<file path="config.mk">
export PLATFORM = sky130hd
export DESIGN_NAME = ctrl_seq
export DESIGN_NICKNAME = d
export VERILOG_FILES = /design/src/rtl/cpu_pkg.sv /design/src/rtl/mem_wait_timer.sv /design/src/rtl/ctrl_seq.sv
export SDC_FILE = /design/constraint.sdc
export NUM_CORES = 1
export LEC_CHECK = 0
export ABC_AREA = 1
export CORE_MARGIN = 3
export CORE_UTILIZATION = 36
export CTS_CLUSTER_DIAMETER = 150
export DETAILED_ROUTE_END_ITERATION = 12
export DONT_BUFFER_PORTS = 1
export RECOVER_POWER = 100
export SYNTH_ARGS = -nofsm -noshare
export SYNTH_HDL_FRONTEND = slang
export SYNTH_SLANG_ARGS = --single-unit
export TNS_END_PERCENT = 1
</file>
<file path="constraint.sdc">
create_clock -name clk -period 4.4 [get_ports clk]
set_clock_uncertainty 0.05 [all_clocks]
set_input_delay 1.1 -clock clk [delete_from_list [all_inputs] [get_ports clk]]
set_output_delay 1.1 -clock clk [all_outputs]
set_load 0.05 [all_outputs]
</file>
<file path="src/rtl/cpu_pkg.sv">
// rtl/cpu_pkg.sv - shared opcode, ALU, step and control-bit definitions for the single-bus CPU
package cpu_pkg;

   localparam int OPCODE_W = 5;

   localparam logic [OPCODE_W-1:0] OP_LD   = 5'b00000;
   localparam logic [OPCODE_W-1:0] OP_LDI  = 5'b00001;
   localparam logic [OPCODE_W-1:0] OP_ST   = 5'b00010;
   localparam logic [OPCODE_W-1:0] OP_ADD  = 5'b00011;
   localparam logic [OPCODE_W-1:0] OP_SUB  = 5'b00100;
   localparam logic [OPCODE_W-1:0] OP_AND  = 5'b00101;
   localparam logic [OPCODE_W-1:0] OP_OR   = 5'b00110;
   localparam logic [OPCODE_W-1:0] OP_ADDI = 5'b01100;
   localparam logic [OPCODE_W-1:0] OP_ANDI = 5'b01101;
   localparam logic [OPCODE_W-1:0] OP_ORI  = 5'b01110;
   localparam logic [OPCODE_W-1:0] OP_BR   = 5'b10010;
   localparam logic [OPCODE_W-1:0] OP_JR   = 5'b10100;
   localparam logic [OPCODE_W-1:0] OP_NOP  = 5'b11010;
   localparam logic [OPCODE_W-1:0] OP_HALT = 5'b11011;

   // ALU codes reuse the register-form opcodes so R-type instructions pass straight through
   typedef enum logic [4:0] {
      ALU_NONE = 5'b00000,
      ALU_ADD  = 5'b00011,
      ALU_SUB  = 5'b00100,
      ALU_AND  = 5'b00101,
      ALU_OR   = 5'b00110
   } alu_op_e;

   typedef logic [3:0] step_t;
   localparam step_t S_RESET = 4'd0;
   localparam step_t S_T0    = 4'd1;
   localparam step_t S_T1    = 4'd2;
   localparam step_t S_T2    = 4'd3;
   localparam step_t S_T3    = 4'd4;
   localparam step_t S_T4    = 4'd5;
   localparam step_t S_T5    = 4'd6;
   localparam step_t S_T6    = 4'd7;
   localparam step_t S_T7    = 4'd8;
   localparam step_t S_HALT  = 4'd9;

   localparam int SEL_GRA   = 5;
   localparam int SEL_GRB   = 4;
   localparam int SEL_GRC   = 3;
   localparam int SEL_RIN   = 2;
   localparam int SEL_ROUT  = 1;
   localparam int SEL_BAOUT = 0;

   localparam int BUS_C     = 3;
   localparam int BUS_ZLOW  = 2;
   localparam int BUS_MDR   = 1;
   localparam int BUS_PC    = 0;

   localparam int LD_CON    = 6;
   localparam int LD_IR     = 5;
   localparam int LD_Y      = 4;
   localparam int LD_Z      = 3;
   localparam int LD_MAR    = 2;
   localparam int LD_MDR    = 1;
   localparam int LD_PC     = 0;

   localparam int MEM_RSEL  = 2;
   localparam int MEM_WR    = 1;
   localparam int MEM_RD    = 0;

   typedef struct packed {
      logic [5:0] sel;
      logic [3:0] bus;
      logic [6:0] ld;
      logic [2:0] mem;
      logic       inc;
      alu_op_e    alu;
   } ctl_t;

   function automatic logic is_rtype(input logic [OPCODE_W-1:0] op);
      return (op == OP_ADD) || (op == OP_SUB) || (op == OP_AND) || (op == OP_OR);
   endfunction

   function automatic logic is_itype(input logic [OPCODE_W-1:0] op);
      return (op == OP_ADDI) || (op == OP_ANDI) || (op == OP_ORI);
   endfunction

   function automatic alu_op_e alu_of(input logic [OPCODE_W-1:0] op);
      case (op)
         OP_SUB:          return ALU_SUB;
         OP_AND, OP_ANDI: return ALU_AND;
         OP_OR, OP_ORI:   return ALU_OR;
         default:         return ALU_ADD;
      endcase
   endfunction

endpackage

</file>
<file path="src/rtl/mem_wait_timer.sv">
// rtl/mem_wait_timer.sv - cycle counter for a memory wait step with timeout compare
module mem_wait_timer #(
   parameter int MAX = 15
) (
   input  logic clk,
   input  logic rst,
   input  logic wait_i,
   input  logic ready_i,
   input  logic clear_i,
   output logic timeout_o
);

   localparam int CW = $clog2(MAX + 1);

   logic [CW-1:0] cnt_q, cnt_d;

   // cnt_q is the number of unanswered cycles already spent in the current wait step
   always_comb begin
      cnt_d = cnt_q;
      if (clear_i || !wait_i) begin
         cnt_d = '0;
      end else if (!ready_i) begin
         cnt_d = cnt_q + CW'(1);
      end
   end

   always_ff @(posedge clk or posedge rst) begin
      if (rst) begin
         cnt_q <= '0;
      end else begin
         cnt_q <= cnt_d;
      end
   end

   assign timeout_o = wait_i && !ready_i && (cnt_q == CW'(MAX - 1));

endmodule

</file>
<file path="src/rtl/ctrl_seq.sv">
// rtl/ctrl_seq.sv - control-step sequencer: fetch, decode and per-step datapath strobes
module ctrl_seq
   import cpu_pkg::*;
#(
   parameter int MEM_WAIT_MAX = 15,
   parameter int OP_W         = 5
) (
   input  logic        clk,
   input  logic        reset,
   input  logic [31:0] ir,
   input  logic        con_ff,
   input  logic        mem_ready,
   output logic [5:0]  sel_ctl,
   output logic [3:0]  bus_src,
   output logic [6:0]  ld_en,
   output logic [2:0]  mem_ctl,
   output logic        inc_pc,
   output logic [4:0]  alu_op,
   output logic        run,
   output logic        mem_err
);

   logic [OP_W-1:0] op;
   logic            ir_unused;
   step_t           step_q, step_d;
   logic            mem_err_q, mem_err_d;
   logic            wait_step, timeout, step_change;
   logic            is_r, is_i, is_alu, is_addr, is_mem;
   ctl_t            ctl;

   assign op        = ir[31 -: OP_W];
   assign ir_unused = ^ir[31-OP_W:0];

   assign is_r    = is_rtype(op);
   assign is_i    = is_itype(op);
   assign is_alu  = is_r || is_i;
   assign is_mem  = (op == OP_LD) || (op == OP_ST);
   assign is_addr = is_mem || (op == OP_LDI);

   assign wait_step = (step_q == S_T1) ||
                      ((step_q == S_T6) && (op == OP_LD)) ||
                      ((step_q == S_T7) && (op == OP_ST));

   mem_wait_timer #(.MAX(MEM_WAIT_MAX)) u_timer (
      .clk       (clk),
      .rst       (reset),
      .wait_i    (wait_step),
      .ready_i   (mem_ready),
      .clear_i   (step_change),
      .timeout_o (timeout)
   );

   always_comb begin
      step_d    = step_q;
      mem_err_d = mem_err_q;
      case (step_q)
         S_RESET: step_d = S_T0;
         S_T0:    step_d = S_T1;
         S_T1:    if (mem_ready) step_d = S_T2;
         S_T2: begin
            if (op == OP_HALT) begin
               step_d = S_HALT;
            end else if (op == OP_NOP) begin
               step_d = S_T0;
            end else if (is_alu || is_addr || (op == OP_BR) || (op == OP_JR)) begin
               step_d = S_T3;
            end else begin
               step_d = S_T0;
            end
         end
         S_T3:    step_d = (op == OP_JR) ? S_T0 : S_T4;
         S_T4:    step_d = S_T5;
         S_T5:    step_d = (is_mem || (op == OP_BR)) ? S_T6 : S_T0;
         S_T6: begin
            if (op == OP_LD) begin
               if (mem_ready) step_d = S_T7;
            end else if (op == OP_ST) begin
               step_d = S_T7;
            end else begin
               step_d = S_T0;
            end
         end
         S_T7:    if ((op != OP_ST) || mem_ready) step_d = S_T0;
         S_HALT:  step_d = S_HALT;
         default: step_d = S_RESET;
      endcase
      if (timeout) begin
         step_d    = S_HALT;
         mem_err_d = 1'b1;
      end
   end

   assign step_change = (step_d != step_q);

   always_ff @(posedge clk or posedge reset) begin
      if (reset) begin
         step_q    <= S_RESET;
         mem_err_q <= 1'b0;
      end else begin
         step_q    <= step_d;
         mem_err_q <= mem_err_d;
      end
   end

   // Moore decode: a wait step repeats these values unchanged until it completes
   always_comb begin
      ctl     = '0;
      ctl.alu = ALU_NONE;
      case (step_q)
         S_T0: begin
            ctl.bus[BUS_PC] = 1'b1;
            ctl.ld[LD_MAR]  = 1'b1;
            ctl.ld[LD_Z]    = 1'b1;
            ctl.inc         = 1'b1;
         end
         S_T1: begin
            ctl.bus[BUS_ZLOW]  = 1'b1;
            ctl.ld[LD_PC]      = 1'b1;
            ctl.ld[LD_MDR]     = 1'b1;
            ctl.mem[MEM_RSEL]  = 1'b1;
            ctl.mem[MEM_RD]    = 1'b1;
         end
         S_T2: begin
            ctl.bus[BUS_MDR] = 1'b1;
            ctl.ld[LD_IR]    = 1'b1;
         end
         S_T3: begin
            if (is_alu) begin
               ctl.sel[SEL_GRB]  = 1'b1;
               ctl.sel[SEL_ROUT] = 1'b1;
               ctl.ld[LD_Y]      = 1'b1;
            end else if (is_addr) begin
               ctl.sel[SEL_GRB]   = 1'b1;
               ctl.sel[SEL_BAOUT] = 1'b1;
               ctl.ld[LD_Y]       = 1'b1;
            end else if ((op == OP_BR) || (op == OP_JR)) begin
               ctl.sel[SEL_GRA]  = 1'b1;
               ctl.sel[SEL_ROUT] = 1'b1;
               ctl.ld[LD_CON]    = (op == OP_BR);
               ctl.ld[LD_PC]     = (op == OP_JR);
            end
         end
         S_T4: begin
            if (is_r) begin
               ctl.sel[SEL_GRC]  = 1'b1;
               ctl.sel[SEL_ROUT] = 1'b1;
               ctl.alu           = alu_of(op);
               ctl.ld[LD_Z]      = 1'b1;
            end else if (is_i || is_addr) begin
               ctl.bus[BUS_C] = 1'b1;
               ctl.alu        = is_i ? alu_of(op) : ALU_ADD;
               ctl.ld[LD_Z]   = 1'b1;
            end else if (op == OP_BR) begin
               ctl.bus[BUS_PC] = 1'b1;
               ctl.ld[LD_Y]    = 1'b1;
            end
         end
         S_T5: begin
            if (is_alu || (op == OP_LDI)) begin
               ctl.bus[BUS_ZLOW] = 1'b1;
               ctl.sel[SEL_GRA]  = 1'b1;
               ctl.sel[SEL_RIN]  = 1'b1;
            end else if (is_mem) begin
               ctl.bus[BUS_ZLOW] = 1'b1;
               ctl.ld[LD_MAR]    = 1'b1;
            end else if (op == OP_BR) begin
               ctl.bus[BUS_C] = 1'b1;
               ctl.alu        = ALU_ADD;
               ctl.ld[LD_Z]   = 1'b1;
            end
         end
         S_T6: begin
            if (op == OP_LD) begin
               ctl.mem[MEM_RSEL] = 1'b1;
               ctl.mem[MEM_RD]   = 1'b1;
               ctl.ld[LD_MDR]    = 1'b1;
            end else if (op == OP_ST) begin
               ctl.sel[SEL_GRA]  = 1'b1;
               ctl.sel[SEL_ROUT] = 1'b1;
               ctl.ld[LD_MDR]    = 1'b1;
            end else if (op == OP_BR) begin
               ctl.bus[BUS_ZLOW] = 1'b1;
               ctl.ld[LD_PC]     = con_ff;
            end
         end
         S_T7: begin
            if (op == OP_LD) begin
               ctl.bus[BUS_MDR] = 1'b1;
               ctl.sel[SEL_GRA] = 1'b1;
               ctl.sel[SEL_RIN] = 1'b1;
            end else if (op == OP_ST) begin
               ctl.mem[MEM_WR] = 1'b1;
            end
         end
         default: ;
      endcase
   end

   assign sel_ctl = ctl.sel;
   assign bus_src = ctl.bus;
   assign ld_en   = ctl.ld;
   assign mem_ctl = ctl.mem;
   assign inc_pc  = ctl.inc;
   assign alu_op  = ctl.alu;
   assign run     = (step_q != S_RESET) && (step_q != S_HALT);
   assign mem_err = mem_err_q;

endmodule

</file>
== After elaboration in Yosys (flattened, before gate mapping) ==
Index checks and enable logic that the tools add are counted.
Word-level totals
  register bits: 9
  latch bits: 0
  bits in writable memories: 0
  ROM bits: 0
  logic and storage cells: 139
  memories kept: 0
Cells by class
  $add $sub $neg: 1
  multipliers: 0
  divide/modulo/power cells: 0
  order comparisons: 0
  equality and inequality tests: 27
  shift operators: 0
  mux-type cells: 77
  bitwise logic cells: 0
  reduce and logical (&&, ||, !) cells: 31
Operators by type and width (number)
  $mux 1: 41
  $pmux 4 s10: 1
  $mux 4: 9
  $eq 5x5->1 const B: 4
  $logic_or 1x1->1: 19
  $eq 4x3->1 const B: 4
  $pmux 1 s2: 8
  $eq 5x3->1 const B: 3
  $eq 5x4->1 const B: 3
  $mux 5: 3
  $eq 4x4->1 const B: 3
  $mux 3: 4
  $pmux 1 s3: 4
  $eq 5x2->1 const B: 2
  $pmux 5 s2: 1
  $pmux 3 s3: 1
  $eq 4x2->1 const B: 2
  $mux 2: 4
  $eq 5x1->1 const B: 1
  $logic_and 1x1->1: 5
  $logic_not 5->1: 1
  $ne 5x2->1 const B: 1
  $add 4x1->4 const B: 1
  $eq 4x1->1 const B: 1
  8 further kinds: 10

== Depth between registers and ports, before layout ==
Gate-level depths: netlist of the first run.
  depth in word-level cells: 16
  mapped depth: 13

== By module ==
From an unflattened synthesis of the first run, not the netlist that was laid out.
Second synthesis, totals
  cells, all modules: 195
  area, all modules: 1088.5 µm²
Modules (own cells, without submodules)
  ctrl_seq: instances 1, cells each 167, area an instance 857.1 µm²
  mem_wait_timer: instances 1, cells each 28, area an instance 231.5 µm²

== Worst setup path after synthesis of the first run ==
OpenSTA, ideal clock, no wires.
  path type: input to output
  from: in ir[28]
  to: out alu_op[1]
  arrival time: 2.828 ns
  data required time: 3.250 ns
  setup slack: 0.422 ns
  stages on the path: 9
  path buffers: 0
  cells stage by stage: inv_1 nand2_2 nor2_2 nand2_1 nand2_1 nor2_2 nand2_2 a31oi_1 o21ai_0
Between the ends
  longest elaborated chain between the ends: 8
  elaborated cells between the ends (all ways): 31
  those cells by class: eq/ne: 10; mux: 8; reduce/logical: 13
Ends and longest elaborated chain
  from (decl): RTL line ctrl_seq.sv:10  | input logic [31:0] ir,
  branches (longest 7 deep; another with $eq 5x3->1)
  $pmux 5 s2 *: RTL line ctrl_seq.sv:109  | case (step_q)
  to (decl): RTL line ctrl_seq.sv:18  | output logic [4:0] alu_op,
Every way passes the cells marked *.

== Worst setup path in the final report of the first run ==
  from: in ir[29]
  to: out mem_ctl[2]
Between the ends
  longest elaborated chain between the ends: 3
Ends and longest elaborated chain
  $logic_not 5->1: RTL line ctrl_seq.sv:173  | if (op == OP_LD) begin
  $mux 1
  $pmux 1 s2
  to (decl): RTL line ctrl_seq.sv:16  | output logic [2:0] mem_ctl,
No other way between the ends.

==> flow_metrics.tcl, run 1 <==
set metrics [dict create \
    synth_area_sq_um 1140 \
    crit_family "buffers and inverters" \
    place_hpwl_um 2330 \
    worstMarginPinSlew_ps 1170 \
    arrival_ps 2760 \
    path_cells "nor2_1 > nand2_1 > nor2_1 > nand2_2 > nand2_1 > clkbuf_1" \
    grt_pass1_vias 1059 \
    cts_root_buffer "clkbuf_4" \
    r2r_setup_slack_ps 2310 \
    power_density_nw_per_um2 595 \
    core_sq_um 2880 \
    layout-drive-gt1-share 0.122 \
    avgRoutedWirePerCell_um 11.4 \
    fin_crit_ps 3910 \
    firstDrtPassIters 4 \
    ys_top_cells_by_count "nand2_1 (51), inv_1 (30), nor2_1 (25)" \
    fin_cells 247 \
    clockBufferDepth 2 \
    cp_max_fo 6 \
    cap_violations 0 \
    hold_viol 0 \
    p_total_mw 0.707 \
    cts_tree "built" \
    netlist_instances 192 \
    postCtsSetupRepairBufs 0 \
    fin_nets 244 \
    synth_xor_area_frac 0.0153 \
    cts_max_level 1 \
    yosys_register_bits 9 \
    synth_top_area_share 0.197 \
    async_flop_share 1.00 \
    numPortBuffers 0 \
    worstSetupPathType "input port to output pin" \
    via_per_inst 4.77 \
    period_share 0.888 \
    crit_path_max_incr_delay_ps 870 \
    synth_top_family_by_area "simple AND/OR/NAND/NOR gates" \
    drc 0 \
    drt_iter0_markers 63 \
    setup_viol 0 \
    syn_area_per_cell_sq_um 5.95 \
    p_leak_nw 0.655 \
    routed_wl_um 2810 \
    cts_resized 0 \
    start_kind "input port" \
    vdd_drop_max_mv 0.233 \
    slew_violations 0 \
    synth_edf_count 0 \
    cts_hold_buf 0 \
    fmax_ghz 0.256 \
    fin_util 0.413 \
    grt_pass1_wl_um 4690 \
    antenna_found_initial 0 \
    cp-end-kind "output pin" \
    yosysWarnings 0 \
    hold_path.class "flip-flop to flip-flop" \
    cts.sinks 9 \
    clk_latency_ps 250 \
    vias 1179 \
    clk_pin_slew_worst_paths_ps 60 \
    die_height_um 62.3 \
    outcome "complete, no violations" \
    dp_cells 243 \
    synth-simple-area-share 0.519 \
    synthTopCellsByArea "dfrtp_1 (20%), nand2_1 (17%), inv_1 (9.9%)" \
    die-area_sq_um 3890 \
    fillerInstances 347 \
    antenna_cells 0 \
    synth_flop_cell "dfrtp_1" \
    cp_num_buf_inv 1 \
    design.portCount 64 \
    antenna_left 0 \
    die_w_um 62.3 \
    synth_fa_ha_area_frac 0.0219 \
    grt_max_degree 10 \
    grt_usage 0.144 \
    start_util 0.397 \
    rows 19 \
    gp_congestion 0.825 \
    seq_area_frac_synth 0.197 \
    cts-buffers-inserted 3 \
    worst_path_max_delay_cell "clkbuf_1" \
    ys_types 27 \
    setup-tns-final_ps 0 \
    synth_most_common_cell "nand2_1" \
    max-slew-margin-rel 0.223 \
    cp_data_required_time_ps 3250 \
    synth_top_area_cell "dfrtp_1" \
    grt_overflow_total 0 \
    area_growth_pct 4.05 \
    synth.area.mux_share 0 \
    synth_compound_area_frac 0.105 \
    rsz0062_at_grt "no" \
]
## report_power, final
| group | internal (mW) | switching [mW] | total (mW) |
|---|---|---|---|
| combinational | 0.0960 | 0.423 | 0.519 |
| sequential | 0.101 | 0.0273 | 0.128 |
| clock | 0.0347 | 0.0256 | 0.0603 |
## path summary, 6_finish.rpt
path / cells past startpoint / endpoint / from
setup / recovery: 6 / mem_ctl[2] / ir[29]
hold / removal: 1 / u_timer.cnt_q[0] / u_timer.cnt_q[0]
setup reg to reg: 10 / u_timer.cnt_q[1] / step_q[3]
hold reg to reg: 1 / u_timer.cnt_q[0] / u_timer.cnt_q[0]
max in group asynchronous: 1 / u_timer.cnt_q[2] / reset
min in group asynchronous: 1 / step_q[0] / reset
## stage by stage
step	setup WS, ps	cell area [sq um]	hold slack, ps
4_1_cts	702	1280	437
2_1_floorplan	422	1150	400
3_5_place_dp	702	1260	433
6_report	493	1190	438
5_1_grt	339	1190	478
3_3_place_gp	704	1260	427
## registers in the layout (all words and copies together) (netlist names)
name           flops
step_q             4
u_timer.cnt_q      4
mem_err            1
## area by class of cell
cell class,count,area (sq um),area share
clock buffer,4,26.3,0.0221
sequential,9,225,0.189
multi-input combinational,145,708,0.596
tap,42,52.6,0.0442
timing repair buffer,11,41.3,0.0347
inverter,36,135,0.114
## cell families (layout without fill, tap and decap cells)
group           after synthesis  count (layout)
simple gates                119             119
fa+ha+maj                     2               2
other cells                   1               2
buf+inv                      39              51
xor+xnor                      2               2
flops                         9               9
compound gates               20              20
## layout by cell type, fill, tap and decap left out
cell type  instances
nor3_1             1
o21ai_0            2
nand4_2            1
o211ai_1           3
nor3_2             1
nand3_1           12
nor2_1            31
nand2_2            5
a32oi_1            1
o221ai_1           1
conb_1             2
nor2_2             4
nand3_2            4
o21a_1             1
clkbuf_1          12
o21ai_1            4
nor2_4             1
nand2_1           57
inv_1             30
nand4_1            2
inv_2              6
clkbuf_4           3
xor2_1             1
dfrtp_1            9
ha_1               2
a21oi_1            6
a31oi_1            2
xnor2_1            1
## per-layer routing
layer  up-vias  part of all wire  track usage
met1       516              0.49        0.196
met4         0                 0       0.0165
met5         -                 0            0
li1        618                 -            -
met2        45              0.42        0.224
met3         0             0.093       0.0559
(Power assumes the default switching activity.)
==> inputs of run 2 (changes only) <==
Settings changed: ABC_CLOCK_PERIOD_IN_PS set to 4400.
==> results of run 2 <==
Same layout as run 1: the final DEF is identical, and so are final timing and power.
